$ cat src/rtl/pipe_pkg.sv
// Shared types and constants for the ID/EX stage: widths, ALU encodings, the
// registered ID/EX record, its bubble value and the forwarding-hit predicate.
package pipe_pkg;

    localparam int XLEN     = 32;
    localparam int REG_AW   = 5;
    localparam int ALU_OP_W = 4;

    typedef enum logic [ALU_OP_W-1:0] {
        ALU_ADD  = 4'b0000,
        ALU_SUB  = 4'b1000,
        ALU_SLL  = 4'b0001,
        ALU_SLT  = 4'b0010,
        ALU_SLTU = 4'b0011,
        ALU_XOR  = 4'b0100,
        ALU_SRL  = 4'b0101,
        ALU_SRA  = 4'b1101,
        ALU_OR   = 4'b0110,
        ALU_AND  = 4'b0111
    } alu_op_e;

    typedef struct packed {
        logic                valid;
        logic [XLEN-1:0]     pc;
        logic [XLEN-1:0]     rs1_data;
        logic [XLEN-1:0]     rs2_data;
        logic [XLEN-1:0]     imm;
        logic [REG_AW-1:0]   rs1;
        logic [REG_AW-1:0]   rs2;
        logic [REG_AW-1:0]   rd;
        logic [ALU_OP_W-1:0] alu_op;
        logic                src_a_pc;
        logic                src_b_imm;
        logic                reg_we;
        logic                mem_rd;
        logic                mem_wr;
    } id_ex_t;

    // A bubble is the all-zero record; it is also the reset value.
    localparam id_ex_t BUBBLE = '{
        valid:     1'b0,
        pc:        32'h0000_0000,
        rs1_data:  32'h0000_0000,
        rs2_data:  32'h0000_0000,
        imm:       32'h0000_0000,
        rs1:       5'd0,
        rs2:       5'd0,
        rd:        5'd0,
        alu_op:    ALU_ADD,
        src_a_pc:  1'b0,
        src_b_imm: 1'b0,
        reg_we:    1'b0,
        mem_rd:    1'b0,
        mem_wr:    1'b0
    };

    // x0 is hard-wired to zero, so a producer targeting it never forwards.
    function automatic logic fwd_hit(input logic              reg_we,
                                     input logic [REG_AW-1:0] rd,
                                     input logic [REG_AW-1:0] rs);
        return reg_we && (rd != 5'd0) && (rd == rs);
    endfunction

endpackage

$ cat src/rtl/id_ex_stage_if.sv
// Bundle of ID-side inputs, forward sources and EX-side outputs of the ID/EX stage.
interface id_ex_stage_if import pipe_pkg::*; ();

    logic                stall;
    logic                flush;
    logic                id_valid;
    logic [XLEN-1:0]     id_pc;
    logic [XLEN-1:0]     id_rs1_data;
    logic [XLEN-1:0]     id_rs2_data;
    logic [XLEN-1:0]     id_imm;
    logic [REG_AW-1:0]   id_rs1;
    logic [REG_AW-1:0]   id_rs2;
    logic [REG_AW-1:0]   id_rd;
    logic [ALU_OP_W-1:0] id_alu_op;
    logic                id_src_a_pc;
    logic                id_src_b_imm;
    logic                id_reg_we;
    logic                id_mem_rd;
    logic                id_mem_wr;

    logic [REG_AW-1:0]   exm_rd;
    logic                exm_reg_we;
    logic [XLEN-1:0]     exm_result;
    logic [REG_AW-1:0]   mwb_rd;
    logic                mwb_reg_we;
    logic [XLEN-1:0]     mwb_result;

    logic [XLEN-1:0]     alu_a;
    logic [XLEN-1:0]     alu_b;
    logic [ALU_OP_W-1:0] alu_op;
    logic                ex_valid;
    logic [REG_AW-1:0]   ex_rd;
    logic                ex_reg_we;
    logic                ex_mem_rd;
    logic                ex_mem_wr;
    logic [XLEN-1:0]     ex_pc;
    logic [XLEN-1:0]     ex_store_data;
    logic                load_use;

    modport master (
        output stall, flush, id_valid, id_pc, id_rs1_data, id_rs2_data, id_imm,
               id_rs1, id_rs2, id_rd, id_alu_op, id_src_a_pc, id_src_b_imm,
               id_reg_we, id_mem_rd, id_mem_wr,
               exm_rd, exm_reg_we, exm_result, mwb_rd, mwb_reg_we, mwb_result,
        input  alu_a, alu_b, alu_op, ex_valid, ex_rd, ex_reg_we, ex_mem_rd,
               ex_mem_wr, ex_pc, ex_store_data, load_use
    );

    modport slave (
        input  stall, flush, id_valid, id_pc, id_rs1_data, id_rs2_data, id_imm,
               id_rs1, id_rs2, id_rd, id_alu_op, id_src_a_pc, id_src_b_imm,
               id_reg_we, id_mem_rd, id_mem_wr,
               exm_rd, exm_reg_we, exm_result, mwb_rd, mwb_reg_we, mwb_result,
        output alu_a, alu_b, alu_op, ex_valid, ex_rd, ex_reg_we, ex_mem_rd,
               ex_mem_wr, ex_pc, ex_store_data, load_use
    );

endinterface

$ cat src/rtl/fwd_mux.sv
// Operand forward select for one source register: EX/MEM beats MEM/WB beats regfile.
module fwd_mux import pipe_pkg::*; (
    input  logic [REG_AW-1:0] rs_i,
    input  logic [XLEN-1:0]   reg_data_i,
    input  logic [REG_AW-1:0] exm_rd_i,
    input  logic              exm_reg_we_i,
    input  logic [XLEN-1:0]   exm_result_i,
    input  logic [REG_AW-1:0] mwb_rd_i,
    input  logic              mwb_reg_we_i,
    input  logic [XLEN-1:0]   mwb_result_i,
    output logic [XLEN-1:0]   data_o
);

    // Youngest producer wins on a double hit.
    always_comb begin
        data_o = reg_data_i;
        if (fwd_hit(exm_reg_we_i, exm_rd_i, rs_i)) begin
            data_o = exm_result_i;
        end else if (fwd_hit(mwb_reg_we_i, mwb_rd_i, rs_i)) begin
            data_o = mwb_result_i;
        end else begin
            data_o = reg_data_i;
        end
    end

endmodule

$ cat src/rtl/id_ex_stage.sv
// ID/EX pipeline register with EX-stage operand forwarding and load-use detection.
module id_ex_stage import pipe_pkg::*; (
    input  logic          clk,
    input  logic          rst_n,
    id_ex_stage_if.slave  bus
);

    id_ex_t          ex_q;
    id_ex_t          ex_d;
    id_ex_t          id_fields_s;
    logic [XLEN-1:0] fwd_rs1_s;
    logic [XLEN-1:0] fwd_rs2_s;

    assign id_fields_s = '{
        valid:     1'b1,
        pc:        bus.id_pc,
        rs1_data:  bus.id_rs1_data,
        rs2_data:  bus.id_rs2_data,
        imm:       bus.id_imm,
        rs1:       bus.id_rs1,
        rs2:       bus.id_rs2,
        rd:        bus.id_rd,
        alu_op:    bus.id_alu_op,
        src_a_pc:  bus.id_src_a_pc,
        src_b_imm: bus.id_src_b_imm,
        reg_we:    bus.id_reg_we,
        mem_rd:    bus.id_mem_rd,
        mem_wr:    bus.id_mem_wr
    };

    // Next-state select: flush beats stall; an empty ID slot loads a bubble.
    always_comb begin
        ex_d = ex_q;
        if (bus.flush) begin
            ex_d = BUBBLE;
        end else if (bus.stall) begin
            ex_d = ex_q;
        end else if (bus.id_valid) begin
            ex_d = id_fields_s;
        end else begin
            ex_d = BUBBLE;
        end
    end

    // ID/EX state register, cleared asynchronously.
    always_ff @(posedge clk or negedge rst_n) begin
        if (!rst_n) begin
            ex_q <= BUBBLE;
        end else begin
            ex_q <= ex_d;
        end
    end

    fwd_mux u_fwd_rs1 (
        .rs_i         (ex_q.rs1),
        .reg_data_i   (ex_q.rs1_data),
        .exm_rd_i     (bus.exm_rd),
        .exm_reg_we_i (bus.exm_reg_we),
        .exm_result_i (bus.exm_result),
        .mwb_rd_i     (bus.mwb_rd),
        .mwb_reg_we_i (bus.mwb_reg_we),
        .mwb_result_i (bus.mwb_result),
        .data_o       (fwd_rs1_s)
    );

    fwd_mux u_fwd_rs2 (
        .rs_i         (ex_q.rs2),
        .reg_data_i   (ex_q.rs2_data),
        .exm_rd_i     (bus.exm_rd),
        .exm_reg_we_i (bus.exm_reg_we),
        .exm_result_i (bus.exm_result),
        .mwb_rd_i     (bus.mwb_rd),
        .mwb_reg_we_i (bus.mwb_reg_we),
        .mwb_result_i (bus.mwb_result),
        .data_o       (fwd_rs2_s)
    );

    assign bus.alu_a         = ex_q.src_a_pc  ? ex_q.pc  : fwd_rs1_s;
    assign bus.alu_b         = ex_q.src_b_imm ? ex_q.imm : fwd_rs2_s;
    assign bus.ex_store_data = fwd_rs2_s;
    assign bus.alu_op        = ex_q.alu_op;
    assign bus.ex_valid      = ex_q.valid;
    assign bus.ex_rd         = ex_q.rd;
    assign bus.ex_reg_we     = ex_q.reg_we;
    assign bus.ex_mem_rd     = ex_q.mem_rd;
    assign bus.ex_mem_wr     = ex_q.mem_wr;
    assign bus.ex_pc         = ex_q.pc;

    // Not qualified by instruction format: a spurious match only costs a stall.
    assign bus.load_use = ex_q.valid && ex_q.mem_rd && (ex_q.rd != 5'd0) && bus.id_valid &&
                          ((ex_q.rd == bus.id_rs1) || (ex_q.rd == bus.id_rs2));

endmodule

$ cat src/flat_wrapper.sv
// flat-port wrapper written by rule: the top's interface ports become plain ports
module id_ex_stage_flat import pipe_pkg::*;
  (clk, rst_n, bus_stall, bus_flush, bus_id_valid, bus_id_pc, bus_id_rs1_data, bus_id_rs2_data, bus_id_imm, bus_id_rs1, bus_id_rs2, bus_id_rd, bus_id_alu_op, bus_id_src_a_pc, bus_id_src_b_imm, bus_id_reg_we, bus_id_mem_rd, bus_id_mem_wr, bus_exm_rd, bus_exm_reg_we, bus_exm_result, bus_mwb_rd, bus_mwb_reg_we, bus_mwb_result, bus_alu_a, bus_alu_b, bus_alu_op, bus_ex_valid, bus_ex_rd, bus_ex_reg_we, bus_ex_mem_rd, bus_ex_mem_wr, bus_ex_pc, bus_ex_store_data, bus_load_use);
  id_ex_stage_if bus_i ();
  input  logic clk;
  input  logic rst_n;
  input wire logic [$bits(bus_i.stall)-1:0] bus_stall;
  input wire logic [$bits(bus_i.flush)-1:0] bus_flush;
  input wire logic [$bits(bus_i.id_valid)-1:0] bus_id_valid;
  input wire logic [$bits(bus_i.id_pc)-1:0] bus_id_pc;
  input wire logic [$bits(bus_i.id_rs1_data)-1:0] bus_id_rs1_data;
  input wire logic [$bits(bus_i.id_rs2_data)-1:0] bus_id_rs2_data;
  input wire logic [$bits(bus_i.id_imm)-1:0] bus_id_imm;
  input wire logic [$bits(bus_i.id_rs1)-1:0] bus_id_rs1;
  input wire logic [$bits(bus_i.id_rs2)-1:0] bus_id_rs2;
  input wire logic [$bits(bus_i.id_rd)-1:0] bus_id_rd;
  input wire logic [$bits(bus_i.id_alu_op)-1:0] bus_id_alu_op;
  input wire logic [$bits(bus_i.id_src_a_pc)-1:0] bus_id_src_a_pc;
  input wire logic [$bits(bus_i.id_src_b_imm)-1:0] bus_id_src_b_imm;
  input wire logic [$bits(bus_i.id_reg_we)-1:0] bus_id_reg_we;
  input wire logic [$bits(bus_i.id_mem_rd)-1:0] bus_id_mem_rd;
  input wire logic [$bits(bus_i.id_mem_wr)-1:0] bus_id_mem_wr;
  input wire logic [$bits(bus_i.exm_rd)-1:0] bus_exm_rd;
  input wire logic [$bits(bus_i.exm_reg_we)-1:0] bus_exm_reg_we;
  input wire logic [$bits(bus_i.exm_result)-1:0] bus_exm_result;
  input wire logic [$bits(bus_i.mwb_rd)-1:0] bus_mwb_rd;
  input wire logic [$bits(bus_i.mwb_reg_we)-1:0] bus_mwb_reg_we;
  input wire logic [$bits(bus_i.mwb_result)-1:0] bus_mwb_result;
  output wire logic [$bits(bus_i.alu_a)-1:0] bus_alu_a;
  output wire logic [$bits(bus_i.alu_b)-1:0] bus_alu_b;
  output wire logic [$bits(bus_i.alu_op)-1:0] bus_alu_op;
  output wire logic [$bits(bus_i.ex_valid)-1:0] bus_ex_valid;
  output wire logic [$bits(bus_i.ex_rd)-1:0] bus_ex_rd;
  output wire logic [$bits(bus_i.ex_reg_we)-1:0] bus_ex_reg_we;
  output wire logic [$bits(bus_i.ex_mem_rd)-1:0] bus_ex_mem_rd;
  output wire logic [$bits(bus_i.ex_mem_wr)-1:0] bus_ex_mem_wr;
  output wire logic [$bits(bus_i.ex_pc)-1:0] bus_ex_pc;
  output wire logic [$bits(bus_i.ex_store_data)-1:0] bus_ex_store_data;
  output wire logic [$bits(bus_i.load_use)-1:0] bus_load_use;
  assign bus_i.stall = bus_stall;
  assign bus_i.flush = bus_flush;
  assign bus_i.id_valid = bus_id_valid;
  assign bus_i.id_pc = bus_id_pc;
  assign bus_i.id_rs1_data = bus_id_rs1_data;
  assign bus_i.id_rs2_data = bus_id_rs2_data;
  assign bus_i.id_imm = bus_id_imm;
  assign bus_i.id_rs1 = bus_id_rs1;
  assign bus_i.id_rs2 = bus_id_rs2;
  assign bus_i.id_rd = bus_id_rd;
  assign bus_i.id_alu_op = bus_id_alu_op;
  assign bus_i.id_src_a_pc = bus_id_src_a_pc;
  assign bus_i.id_src_b_imm = bus_id_src_b_imm;
  assign bus_i.id_reg_we = bus_id_reg_we;
  assign bus_i.id_mem_rd = bus_id_mem_rd;
  assign bus_i.id_mem_wr = bus_id_mem_wr;
  assign bus_i.exm_rd = bus_exm_rd;
  assign bus_i.exm_reg_we = bus_exm_reg_we;
  assign bus_i.exm_result = bus_exm_result;
  assign bus_i.mwb_rd = bus_mwb_rd;
  assign bus_i.mwb_reg_we = bus_mwb_reg_we;
  assign bus_i.mwb_result = bus_mwb_result;
  assign bus_alu_a = bus_i.alu_a;
  assign bus_alu_b = bus_i.alu_b;
  assign bus_alu_op = bus_i.alu_op;
  assign bus_ex_valid = bus_i.ex_valid;
  assign bus_ex_rd = bus_i.ex_rd;
  assign bus_ex_reg_we = bus_i.ex_reg_we;
  assign bus_ex_mem_rd = bus_i.ex_mem_rd;
  assign bus_ex_mem_wr = bus_i.ex_mem_wr;
  assign bus_ex_pc = bus_i.ex_pc;
  assign bus_ex_store_data = bus_i.ex_store_data;
  assign bus_load_use = bus_i.load_use;
  id_ex_stage u_core (.clk(clk), .rst_n(rst_n), .bus(bus_i));
endmodule
$ cat config.mk
export PLATFORM = sky130hd
export DESIGN_NAME = id_ex_stage_flat
export DESIGN_NICKNAME = d
export VERILOG_FILES = /design/src/rtl/pipe_pkg.sv /design/src/rtl/id_ex_stage_if.sv /design/src/rtl/fwd_mux.sv /design/src/rtl/id_ex_stage.sv /design/src/flat_wrapper.sv
export SDC_FILE = /design/constraint.sdc
export NUM_CORES = 1
export LEC_CHECK = 0
export CAP_MARGIN = 20
export CORE_MARGIN = 4
export CORE_UTILIZATION = 43
export DETAILED_ROUTE_END_ITERATION = 10
export HOLD_SLACK_MARGIN = 0.15
export MAX_ROUTING_LAYER = met4
export PLACE_DENSITY = 0.81
export REMOVE_ABC_BUFFERS = 1
export SLEW_MARGIN = 20
export SYNTH_ARGS = -nofsm -noshare
export SYNTH_HDL_FRONTEND = slang
export SYNTH_SLANG_ARGS = --single-unit
$ cat constraint.sdc
create_clock -name clk -period 2.5 [get_ports clk]
set_input_delay 0.25 -clock clk [delete_from_list [all_inputs] [get_ports clk]]
set_output_delay 0.25 -clock clk [all_outputs]
set_load 0.005 [all_outputs]
Word level (Yosys, flattened, before mapping)
Cells that the tools add are included.
- add/sub/neg operators: 0
- multiply operators: 0
- divide/modulo/power cells: 0
- magnitude comparators: 0
- equality and inequality tests: 7
- shift-type cells: 0
- mux-type cells: 9
- bitwise operators: 0
- reduce and logical (&&, ||, !) cells: 14
- operators by type and width (kind ; count):
    two-way mux 153 bit ; 3
    two-way mux 32 bit ; 6
    equality test 5 bit ; 6
    nonzero test 5 bit ; 3
    logical AND 1 bit ; 10
    != test 2 x 1 -> 1 bit (second input constant) ; 1
    logical OR 1 bit ; 1
- register bits: 153
- bits in latches: 0
- RAM bits: 0
- memory bits (read-only): 0
- input bits: 233
- output and inout port bits: 142
- logic and storage cells: 44
- memories: 0

Longest topological paths before layout
- depth after elaboration: 6
- gate-level depth with buffers: 7
- gate-level depth less buffers: 5

Modules after synthesis
Synthesis repeated with hierarchy kept, for this count alone.
- cells, all modules: 842
- area total of the unflattened synthesis: 8981.1 sq um
- by module, submodules not included (module ; instances ; cells an instance ; area an instance (sq um) ; seq. area each (sq um)):
    id_ex_stage ; 1 ; 472 ; 6646.4 ; 3828.7
    fwd_mux ; 2 ; 185 ; 1167.4 ; 0.0

Worst setup path before layout
Ideal clock, no wire load.
- path kind: reg-to-output
- start point: register u_core.ex_q[16] (netlist name)
- end point: output bus_alu_b[10]
- data arrival time: 1890 ps
- data required time: 2250 ps
- setup slack: 360 ps
- stages on the path, launching flop included: 8
- path buffers: 2
- cells stage by stage: dfrtp_1 nor2b_1 a2111o_1 or3_1 buf_6 buf_12 a221oi_2 o31ai_1
- longest elaborated chain between the ends: 5
- elaborated cells on any way between the ends: 7
- those cells by class: 2 x eq/ne; 3 x mux; 2 x reduce/logical
- ends and longest elaborated chain (what ; line ; source):
    start: declaration ; id_ex_stage.sv:8 ; id_ex_t ex_q;
    start signal: assignment ; id_ex_stage.sv:48 ; ex_q <= BUBBLE;
    start signal: assignment ; id_ex_stage.sv:50 ; ex_q <= ex_d;
    equality test 5 bit ; pipe_pkg.sv:61 ; return reg_we && (rd != 5'd0) && (rd == rs);
    logical AND 1 bit ; pipe_pkg.sv:61 ;
    two-way mux 32 bit ; fwd_mux.sv:19 ; end else if (fwd_hit(mwb_reg_we_i, mwb_rd_i, rs_i)) begin
    two-way mux 32 bit (*) ; fwd_mux.sv:17 ; if (fwd_hit(exm_reg_we_i, exm_rd_i, rs_i)) begin
    two-way mux 32 bit (*) ; id_ex_stage.sv:79 ; assign bus.alu_b = ex_q.src_b_imm ? ex_q.imm : fwd_rs2_s;
    end: declaration ; flat_wrapper.sv:30 ; output wire logic [$bits(bus_i.alu_b)-1:0] bus_alu_b;
Every way passes the cells marked *; elsewhere a longest branch is shown, timed or not.

Worst setup path after layout
- start point: register u_core.ex_q[14] (netlist name)
- end point: output bus_alu_b[25]
Same word-level chain as after synthesis.

==> results.json <==
{
  "min_period_ns": 2.98,
  "dp_slack_ns": -0.756,
  "cts_made_buffers": 17,
  "grt_overflow_total": 0,
  "yosysWarnings": 0,
  "reg2reg_depth": 3,
  "violations": "negative setup slack",
  "synth-simple-area-share_pct": 14.5,
  "synthXorXnorAreaFrac_pct": 2.68,
  "antenna_found_initial": 6,
  "die_area_mm2": 0.0227,
  "synthAdderAreaFrac_pct": 0,
  "reg2reg_to": "u_core.ex_q[20]",
  "die_h_um": 151,
  "endpoint_kind": "primary output",
  "r2r_setup_slack_ns": 1.46,
  "grt_max_degree": 84,
  "peakVddDrop_v": 0.000453,
  "clk_latency_ns": 0.44,
  "syn_area_mm2": 0.00877,
  "synthFlopType": "dfrtp_1",
  "synth-edff-count": 0,
  "vias": 9641,
  "muxShareOfSynthArea_pct": 0,
  "path_class": "flop to primary output",
  "rsz0062_at_grt": "true",
  "ys_seq_area_share_pct": 43.7,
  "cts_tree": "built",
  "startpoint_type": "flop",
  "die_w_um": 151,
  "start_util_pct": 44.3,
  "path_max_fanout": 7,
  "htreeDepth": 4,
  "path_buf_inv": 4,
  "final_cell_mix": "clkdlybuf4s50_1 (267), a22o_1 (152), dfrtp_1 (148), nor2_1 (94), buf_4 (85)",
  "critPathMaxStageDelay_ns": 0.45,
  "cap_violations": 0,
  "cts.clk_slew.worst_paths_ns": 0.07,
  "p_per_area_mw_per_mm2": 447,
  "crit_family": "compound AO/OA/AOI/OAI gates",
  "synth.distinct_cells": 40,
  "synth_top_family_by_area": "compound AO/OA/AOI/OAI gates",
  "core-area_mm2": 0.0198,
  "post-route-period-util_pct": 119,
  "final_common_cell": "clkdlybuf4s50_1",
  "slew_viol_final": 0,
  "yosysTopAreaCell": "dfrtp_1",
  "fin_skew_ns": 0,
  "clock_sinks": 153,
  "synthCells": 886,
  "status": "finished, violations left",
  "setup_violations": 96,
  "async_reset_ff_share_pct": 100,
  "grt_usage_pct": 32.8,
  "fin_nets": 1545,
  "via_per_inst": 6.04,
  "worst-endpoint-required_ns": 2.25,
  "synth_compound_area_share_pct": 30.1,
  "slew-limit-headroom_pct": 63.9,
  "synthTopCellsByArea": "dfrtp_1 (44%), a22o_1 (15%), nor2_1 (5.7%)",
  "syn_avg_cell_area_um2": 9.90,
  "arrival_ns": 2.73,
  "slowest_stage": "or3_4",
  "hpwl_mm": 24.7,
  "wl_per_cell_um": 24.9,
  "whs_ns": 0.336,
  "path_cells": "nor2b_4 -> a2111o_1 -> or3_4 -> clkbuf_16 -> buf_6 -> a221oi_4 -> buf_4 -> o31ai_2 -> buf_2",
  "drt-total-wl_mm": 39.7,
  "synth_top_area_share_pct": 43.7,
  "io-pin-count": 375,
  "fin_ws_ns": -0.485,
  "finalHoldViolCount": 0,
  "rows": 51,
  "rr_startpoint": "u_core.ex_q[20]",
  "static-leakage-power_nw": 6.84,
  "fmax_mhz": 335,
  "hold_class": "input pin to asynchronous set/reset pin",
  "place.gp.congestion": 0.862,
  "synth_seq_cells": 153,
  "drtPass1Iterations": 5,
  "final_core_util_pct": 77.4,
  "first_iter_violations": 794,
  "root_buffer": "clkbuf_16",
  "tns_ns": -28.64,
  "finalPower_mw": 6.85,
  "worstMarginPinSlew_ns": 0.542,
  "first_global_vias": 9452,
  "synthToLayoutAreaGrowth_pct": 74.7,
  "port_buffers": 374,
  "ant_nets": 0,
  "drc": 0,
  "grt_pass1_wl_mm": 55.0,
  "layout-drive-gt1-share_pct": 33.4,
  "clockBufferDepth": 2
}
[cells in the mapped netlist (13+ instances only)]
master      n
o31ai_1    64
nor2_1    132
nand3_1    35
and3_1     28
nand2_1    67
a22o_1    152
a221oi_2   28
xnor2_1    13
buf_4      42
a221oi_1   30
dfrtp_1   153
clkbuf_1   64
[timing repair]
item | 4_1_cts | 5_1_grt
endpoints found under the setup margin | 96 | 97
gates resized for setup | 293 | 260
buffers inserted | 30 | 62
pin swaps | 37 | 130
endpoints found under the hold margin | 50 | 0
hold buffers | 1 | 0
cloned | 5 | 6
[state kept, by name, indices dropped and copies added (netlist names)]
name                  cells
u_core.bus.alu_op         4
u_core.bus.ex_reg_we      1
u_core.bus.ex_mem_wr      1
u_core.ex_q             108
u_core.bus.ex_rd          5
u_core.bus.ex_mem_rd      1
u_core.bus.ex_valid       1
u_core.bus.ex_pc         32
[power by group]
| group | internal [mW] | switching (mW) | total, mW | leakage (nW) |
|---|---|---|---|---|
| registers | 2.57 | 0.0942 | 2.66 | 2.08 |
| clock network | 1.54 | 1.12 | 2.67 | 0.285 |
| logic | 0.839 | 0.687 | 1.53 | 4.47 |
| total | 4.95 | 1.90 | 6.85 | 6.84 |
[through the flow]
step                cells  cell area (um2)
floorplan             754             7980
detailed placement   1464            12900
CTS                  1531            14300
finish               1596            15300
global route         1596            15300
global placement     1464            12900
[layer usage]
metal  vias up  GRT usage, %  routed length, um
met5         -             -                  0
met4         0          12.9               1560
li1       4168             -                  -
met2       584          51.4              19200
met3       117          8.32               3620
met1      4772          40.8              15400
[cell families after synthesis]
group | after synthesis
flops | 153
simple gates | 286
compound gates | 288
buf+inv | 133
xor+xnor | 26
[how the worst max path moves through the flow]
stage,endpoint,startpoint,slack (ns),cells after the start
6_report,bus_alu_b[25],u_core.ex_q[14],-0.48,9
5_1_grt,bus_alu_b[25],u_core.ex_q[14],-0.59,9
4_1_cts,bus_alu_b[9],u_core.ex_q[16],-0.62,7
3_5_place_dp,bus_alu_b[0],bus_mwb_rd[1],-0.76,8
3_3_place_gp,bus_alu_b[31],bus_mwb_rd[1],-0.72,8
2_1_floorplan,u_core.bus.alu_op[0],bus_flush,-6.72,2
[final cells by class]
cell class	instances	area, um2
clock buffer	21	460
fill	1198	4460
clock inverter	11	136
inverter	1	3.75
sequential	153	3830
antenna	6	15.0
timing repair buffer	539	5190
tap	265	332
multi-input combinational	600	5340
Note: power is estimated with default switching activity, not from simulation.
